==> src/rtl/pipeline_hazard_ctrl.sv <==
// Decode-side hazard sequencer: load-use stalls, taken-branch flushes and input-wait holds.
// Optional stall-cycle performance counter enabled by defining PIPE_STALL_COUNTER_EN.
module pipeline_hazard_ctrl #(
    parameter int LOAD_STALL_CYCLES = 1,
    parameter int FLUSH_CYCLES      = 2,
    parameter int CNT_W             = 16
) (
    input  logic             CLK,
    input  logic             RST_N,
    input  logic             dec_valid_IN,
    input  logic [2:0]       dec_srcA_IN,
    input  logic [2:0]       dec_srcB_IN,
    input  logic             dec_useA_IN,
    input  logic             dec_useB_IN,
    input  logic             ex_wren_IN,
    input  logic [2:0]       ex_writeAd_IN,
    input  logic             ex_isload_IN,
    input  logic             ex_pcload_IN,
    input  logic             ex_input_IN,
    input  logic             in_valid_IN,
    output logic             hold_dec_OUT,
    output logic             hold_ex_OUT,
    output logic             bubble_OUT,
    output logic             flush_OUT,
    output logic             in_ack_OUT,
    output logic [1:0]       state_OUT,
    output logic [CNT_W-1:0] stall_count_OUT
);

    typedef enum logic [1:0] {
        RUN      = 2'd0,
        LD_STALL = 2'd1,
        FLUSH    = 2'd2,
        IN_WAIT  = 2'd3
    } state_t;

    localparam logic [2:0] FLUSH_RELOAD = 3'(FLUSH_CYCLES - 1);
    localparam logic [2:0] STALL_RELOAD = 3'(LOAD_STALL_CYCLES - 1);

    state_t     state_reg, state_next;
    logic [2:0] cnt_reg, cnt_next;

    logic [1:0][2:0] src_sel;
    logic [1:0]      use_sel;
    logic [1:0]      src_match;
    logic            hazard;
    logic            input_pending;

    assign src_sel = {dec_srcB_IN, dec_srcA_IN};
    assign use_sel = {dec_useB_IN, dec_useA_IN};

    // Register 0 is an ordinary register here, so no zero-index exclusion.
    generate
        for (genvar gi = 0; gi < 2; gi++) begin : g_src_cmp
            assign src_match[gi] = use_sel[gi] & (src_sel[gi] == ex_writeAd_IN);
        end
    endgenerate

    assign hazard        = dec_valid_IN & ex_wren_IN & ex_isload_IN & (|src_match);
    assign input_pending = ex_input_IN & ~in_valid_IN;

    always_ff @(posedge CLK) begin
        if (!RST_N) begin
            state_reg <= RUN;
            cnt_reg   <= 3'd0;
        end else begin
            state_reg <= state_next;
            cnt_reg   <= cnt_next;
        end
    end

    always_comb begin
        state_next   = state_reg;
        cnt_next     = cnt_reg;
        hold_dec_OUT = 1'b0;
        hold_ex_OUT  = 1'b0;
        bubble_OUT   = 1'b0;
        flush_OUT    = 1'b0;
        in_ack_OUT   = 1'b0;

        // A taken branch wins in every state; inside FLUSH it simply restarts the window.
        if (ex_pcload_IN) begin
            flush_OUT  = 1'b1;
            bubble_OUT = 1'b1;
            if (FLUSH_CYCLES > 1) begin
                state_next = FLUSH;
                cnt_next   = FLUSH_RELOAD;
            end else begin
                state_next = RUN;
            end
        end else begin
            case (state_reg)
                RUN: begin
                    if (input_pending) begin
                        hold_dec_OUT = 1'b1;
                        hold_ex_OUT  = 1'b1;
                        state_next   = IN_WAIT;
                    end else begin
                        if (hazard) begin
                            hold_dec_OUT = 1'b1;
                            bubble_OUT   = 1'b1;
                            if (LOAD_STALL_CYCLES > 1) begin
                                state_next = LD_STALL;
                                cnt_next   = STALL_RELOAD;
                            end
                        end
                        // Execute is never held on this path, so the input op retires now.
                        in_ack_OUT = ex_input_IN & in_valid_IN;
                    end
                end
                LD_STALL: begin
                    hold_dec_OUT = 1'b1;
                    bubble_OUT   = 1'b1;
                    if (cnt_reg <= 3'd1) begin
                        state_next = RUN;
                    end else begin
                        cnt_next = cnt_reg - 3'd1;
                    end
                end
                FLUSH: begin
                    flush_OUT  = 1'b1;
                    bubble_OUT = 1'b1;
                    if (cnt_reg <= 3'd1) begin
                        state_next = RUN;
                    end else begin
                        cnt_next = cnt_reg - 3'd1;
                    end
                end
                IN_WAIT: begin
                    if (in_valid_IN) begin
                        in_ack_OUT = 1'b1;
                        state_next = RUN;
                    end else begin
                        hold_dec_OUT = 1'b1;
                        hold_ex_OUT  = 1'b1;
                    end
                end
                default: begin
                    state_next = RUN;
                end
            endcase
        end
    end

    assign state_OUT = state_reg;

`ifdef PIPE_STALL_COUNTER_EN
    logic [CNT_W-1:0] stall_count_reg;

    always_ff @(posedge CLK) begin
        if (!RST_N) begin
            stall_count_reg <= '0;
        end else if (hold_dec_OUT && (stall_count_reg != '1)) begin
            stall_count_reg <= stall_count_reg + 1'b1;
        end
    end

    assign stall_count_OUT = stall_count_reg;
`else
    assign stall_count_OUT = '0;
`endif

endmodule

==> config.mk <==
export PLATFORM = sky130hd
export DESIGN_NAME = pipeline_hazard_ctrl
export DESIGN_NICKNAME = d
export VERILOG_FILES = /design/src/rtl/pipeline_hazard_ctrl.sv
export SDC_FILE = /design/constraint.sdc
export NUM_CORES = 1
export LEC_CHECK = 0
export BUFFER_PORTS_ARGS = -buffer_cell sky130_fd_sc_hd__buf_2
export CORE_UTILIZATION = 36
export DETAILED_ROUTE_END_ITERATION = 12
export GPL_TIMING_DRIVEN = 0
export PLACE_DENSITY = 0.79
export SYNTH_ARGS = -nofsm -noshare
export SYNTH_HDL_FRONTEND = slang
export SYNTH_SLANG_ARGS = --single-unit
==> constraint.sdc <==
create_clock -name CLK -period 1.4 [get_ports CLK]
set_clock_uncertainty 0.15 [all_clocks]
set_input_delay 0.07 -clock CLK [delete_from_list [all_inputs] [get_ports CLK]]
set_output_delay 0.07 -clock CLK [all_outputs]
set_load 0.005 [all_outputs]
# --- After elaboration in Yosys (flattened, before gate mapping) ---
# Cells that the tools add are included.
totals:
  output_inout_bits: 23
  word_cells: 62
  input_bits: 19
  regBits: 5
op_classes:
  reduce_logical: 9
  add_sub_neg: 1
  n_eq_ne: 12
  muxes: 25
  order_cmp: 1
  n_bitwise: 10
op_table:
  columns: ["op", "count"]
  rows:
  - ["$mux W1", 16]
  - ["$mux W2", 4]
  - ["$and A1 B1 Y1", 7]
  - ["$eq A3 B3 Y1", 2]
  - ["$ne A2 B2 Y1 const B", 3]
  - ["$ne A3 B3 Y1 const B", 2]
  - ["$pmux W1 S2", 3]
  - ["$pmux W2 S3", 1]
  - ["$reduce_and A3 Y1", 2]
  - ["$reduce_or A2 Y1", 3]
  - ["$eq A2 B2 Y1 const B", 2]
  - ["$reduce_and A2 Y1", 2]
  - ["$le A3 B1 Y1 const B", 1]
  - ["$ne A3 B1 Y1 const B", 1]
  - ["$not A1 Y1", 3]
  - ["$pmux W1 S3", 1]
  - ["$sub A3 B1 Y3 const B", 1]
  - ["$eq A2 B1 Y1 const B", 1]
  - ["$logic_not A2 Y1", 1]
  - ["$ne A2 B1 Y1 const B", 1]
  - ["$reduce_bool A2 Y1", 1]

# --- Logic depth before layout (Yosys ltp) ---
depth:
  ltp_word: 8
  mapped_depth: 6
  depth_no_buf: 6

# --- Least setup slack after synthesis ---
# No wires, ideal clock.
synth_timing:
  path_kind: "flip-flop to flip-flop"
  startpoint: "register state_reg[0], in the netlist state_OUT[0]"
  endpoint: "register cnt_reg[1]"
  setup_ns: 0.064
  setup_slack_ns: -0.139
  required_ns: 1.186
  stages_incl_launch_ff: 6
  t_arrival_ns: 1.326
  period_less_slack_ns: 1.539
  path_cell_list: "dfxtp_1 inv_1 ha_1 o21ai_4 mux2_2 nor2_1"
synth_via:
  elab_chain_cells: 3
  word_cells_on_any_way: 4
  classes_between: "eq/ne (2); reduce/logical (2)"
synth_rtl:
  columns: ["element", "line", "rtl"]
  rows:
  - ["from (decl)", "40", "state_t state_reg, state_next;"]
  - ["from (signal assigned)", "67", "state_reg <= state_next;"]
  - ["$eq A2 B2 Y1 or $eq A2 B1 Y1 (tied branches)", "92", "case (state_reg)"]
  - ["$reduce_or A2 Y1 (no source line) *", null, null]
  - ["$reduce_and A2 Y1 (no source line) *", null, null]
  - ["to (signal assigned)", "68", "cnt_reg <= cnt_next;"]
  - ["to (decl)", "41", "logic [2:0] cnt_reg, cnt_next;"]
# Every way passes the cells marked *; elsewhere a longest branch is shown, timed or not.
# A chain may end at the register's enable or synchronous reset.

# --- Worst setup path after layout ---
layout_timing:
  startpoint: "register state_reg[0], in the netlist state_OUT[0]"
  endpoint: "output port hold_dec_OUT"
layout_via:
  elab_chain_cells: 3
  word_cells_on_any_way: 5
  classes_between: "eq/ne (2); mux (2); reduce/logical (1)"
layout_rtl:
  columns: ["element", "line", "rtl"]
  rows:
  - ["$eq A2 B2 Y1 (tied with other cells)", "92", null]
  - ["$pmux W1 S3 *", "92", null]
  - ["$mux W1 *", "82", "if (ex_pcload_IN) begin"]
  - ["to (decl)", "21", "output logic hold_dec_OUT,"]
# Marked as above.

==> results.toml <==
[cts]
clock-sinks = 5
cts_root_buf = "clkbuf_4"
cts_max_level = 1
cts_buffers = 3
cts.clk_slew.worst_paths_ns = 0.04
clock_latency_ns = 0.26
cts_max_path_buffers = 2
tritoncts = "yes"

[global_route]
gr-usage-all-layers_pct = 17.9
antenna_found_initial = 0
grt_max_degree = 7
overflow = 0
grt_pass1_vias = 586
grt_first_pass_wirelength_um = 2390

[status]
status = "finished, violations left"
violations = "negative setup slack"

[min_path]
hp-class = "input pin to flop"

[routing]
viasPerCell = 4.38
wl_met2_um = 832
dr.max_layer_used = "met4"
vias = 635
first_pass_iters = 4
route.met3.wl_um = 90
wl_um = 1480
antenna_left = 0
drt-initial-drc-count = 5
drc = 0
wire_per_inst_um = 10.2
drt-met1-wl_um = 511

[final_layout]
multi_input_comb_area_um2 = 508
fill_cells = 124
design_area_um2 = 1030
finalNonFillerCells = 145
seq_area_um2 = 105
area_growth_pct = 71.7
layout-drive-gt1-share_pct = 59.7
nets = 155
largest_register_ffs = 3
diodes = 0

[placement]
io_buffers = 25
dp_hpwl_um = 1050
place_area_um2 = 818
dp_cells = 130
globalplace.congestion = 0.664

[yosys]
syn_inst = 74
synthFlopType = "dfxtp_1"
async_reset_ff_share_pct = 0
synth_cell_types = 24
yosys.area.top_type = "buf_4"
synth_area_per_cell_um2 = 8.12
synthesis.area_um2 = 601
netlist.area_leader.share_pct = 20.0
synth-seq-cells = 5
ys_seq_area_share_pct = 16.7
synthTopCellsByArea = "buf_4, dfxtp_1, ha_1"
synth_edf_count = 0
synth_warnings = 0

[power_and_ir_drop]
vdd_ir_drop_max_mv = 0.419
powerDensity_nw_per_um2 = 591
p_leak_nw = 0.529

[setup_path]
worstSetupEndpointType = "primary output"
crit_buf_inv = 2
slowest_delay_ns = 0.35
critPathRequiredTime_ns = 1.18
crit_family = "compound AO/OA/AOI/OAI gates"
cp-start-kind = "flop"
critPathKind = "flop to primary output"
crit_path_cell_trace = "inv_2 > ha_4 > a21oi_4 > nor2_1 > o31a_1 > buf_2"
path_max_fanout = 3
cp.arrival_ns = 1.41
cp_slowest_cell = "dfxtp_2"

[timing]
period_needed_ns = 1.63
period_share_pct = 116
rsz0062_at_grt = "true"
slew_violations = 0
max_freq_mhz = 615
timing.final.ws_setup_ns = -0.227
whs_ns = 0.0303
finalSetupViolations = 9
timing_hold_violations_final = 0

[floorplanning]
die_area_um2 = 1840
die_h_um = 42.8
fp.dieW_um = 42.8
rows = 14
start_util_pct = 39.4
core_area_um2 = 1520
pin_count = 42

[job]
drv_cap = 0
## report_power, final
part	switching [mW]	internal [mW]	leakage (nW)	total [mW]
Clock	0.0700	0.108	0.0150	0.178
Sequential	0.00940	0.152	0.0424	0.161
Combinational	0.116	0.154	0.472	0.270
## cells in the mapped netlist (all sizes together), types with 2 or more instances
cell type / n
buf: 16
inv: 9
xnor2: 7
ha: 6
dfxtp: 5
nor2: 5
a21oi: 4
nand4: 4
a21o: 2
nand2: 2
## worst reg2reg max path, cell delays in order, from the launching register on
cell,delay (ns)
dfxtp_2,0.35
inv_2,0.06
ha_4,0.30
buf_6,0.12
o21ai_4,0.07
buf_6,0.13
xnor2_2,0.13
a21oi_2,0.06
## layout make-up
class                           count  area share [%]
Sequential cell                     5            10.2
Tap cell                           16            1.94
Buffer                             16            11.7
Inverter                            9            3.28
Multi-Input combinational cell     59            49.3
Clock buffer                        4            2.55
Timing Repair Buffer               36            21.1
## what timing repair did
action	CTS	global route
buffers inserted	7	3
hold buffers	1	0
resized for setup	16	9
setup endpoints to repair	10	10
pin swaps	8	8
endpoints found under the hold margin	5	0
## cell families after synthesis
group / synth area share, %
AOI/OAI and AO/OA: 18.1
xor gates and xnor gates: 11.7
adders and majority gates: 12.5
buffers and inverters: 25.6
other: 0.624
DFF: 16.7
and+or+nand+nor: 12.9
muxes: 1.87
## final timing paths
path / cells after the start / to / from / slack (ns)
max: 6 / hold_dec_OUT / state_OUT[0] / -0.23
max reg2reg: 7 / cnt_reg[0] / state_OUT[0] / -0.09
min: 3 / state_OUT[0] / ex_input_IN / 0.03
min reg2reg: 2 / cnt_reg[2] / cnt_reg[2] / 0.47
## layout by cell type, fill, tap and decap left out, drive strengths merged, types with 2 or more instances in the layout
cell	n
buf	51
conb	16
inv	9
xnor2	7
ha	6
dfxtp	5
nor2	5
nand4	4
clkbuf	4
a21oi	4
nand2	2
a21o	2
## routing by layer
metal / track usage, % / vias to the layer above
li1: - / 327
met1: 16.5 / 281
met2: 34.2 / 22
met3: 2.98 / 5
met4: 13.1 / 0
met5: 0 / -
## per-stage QoR
step	TNS, ns	total power [mW]	util [%]	worst slack [ns]
2_1_floorplan	-0.0249	0.304	-	-0.0249
6_report	-0.971	0.610	67.7	-0.227
3_3_place_gp	-0.266	0.358	53.7	-0.0882
3_5_place_dp	-0.396	0.364	53.7	-0.116
4_1_cts	-0.859	0.578	63.1	-0.193
5_1_grt	-1.63	0.647	67.7	-0.285
Note: power is estimated with default switching activity, not from simulation.
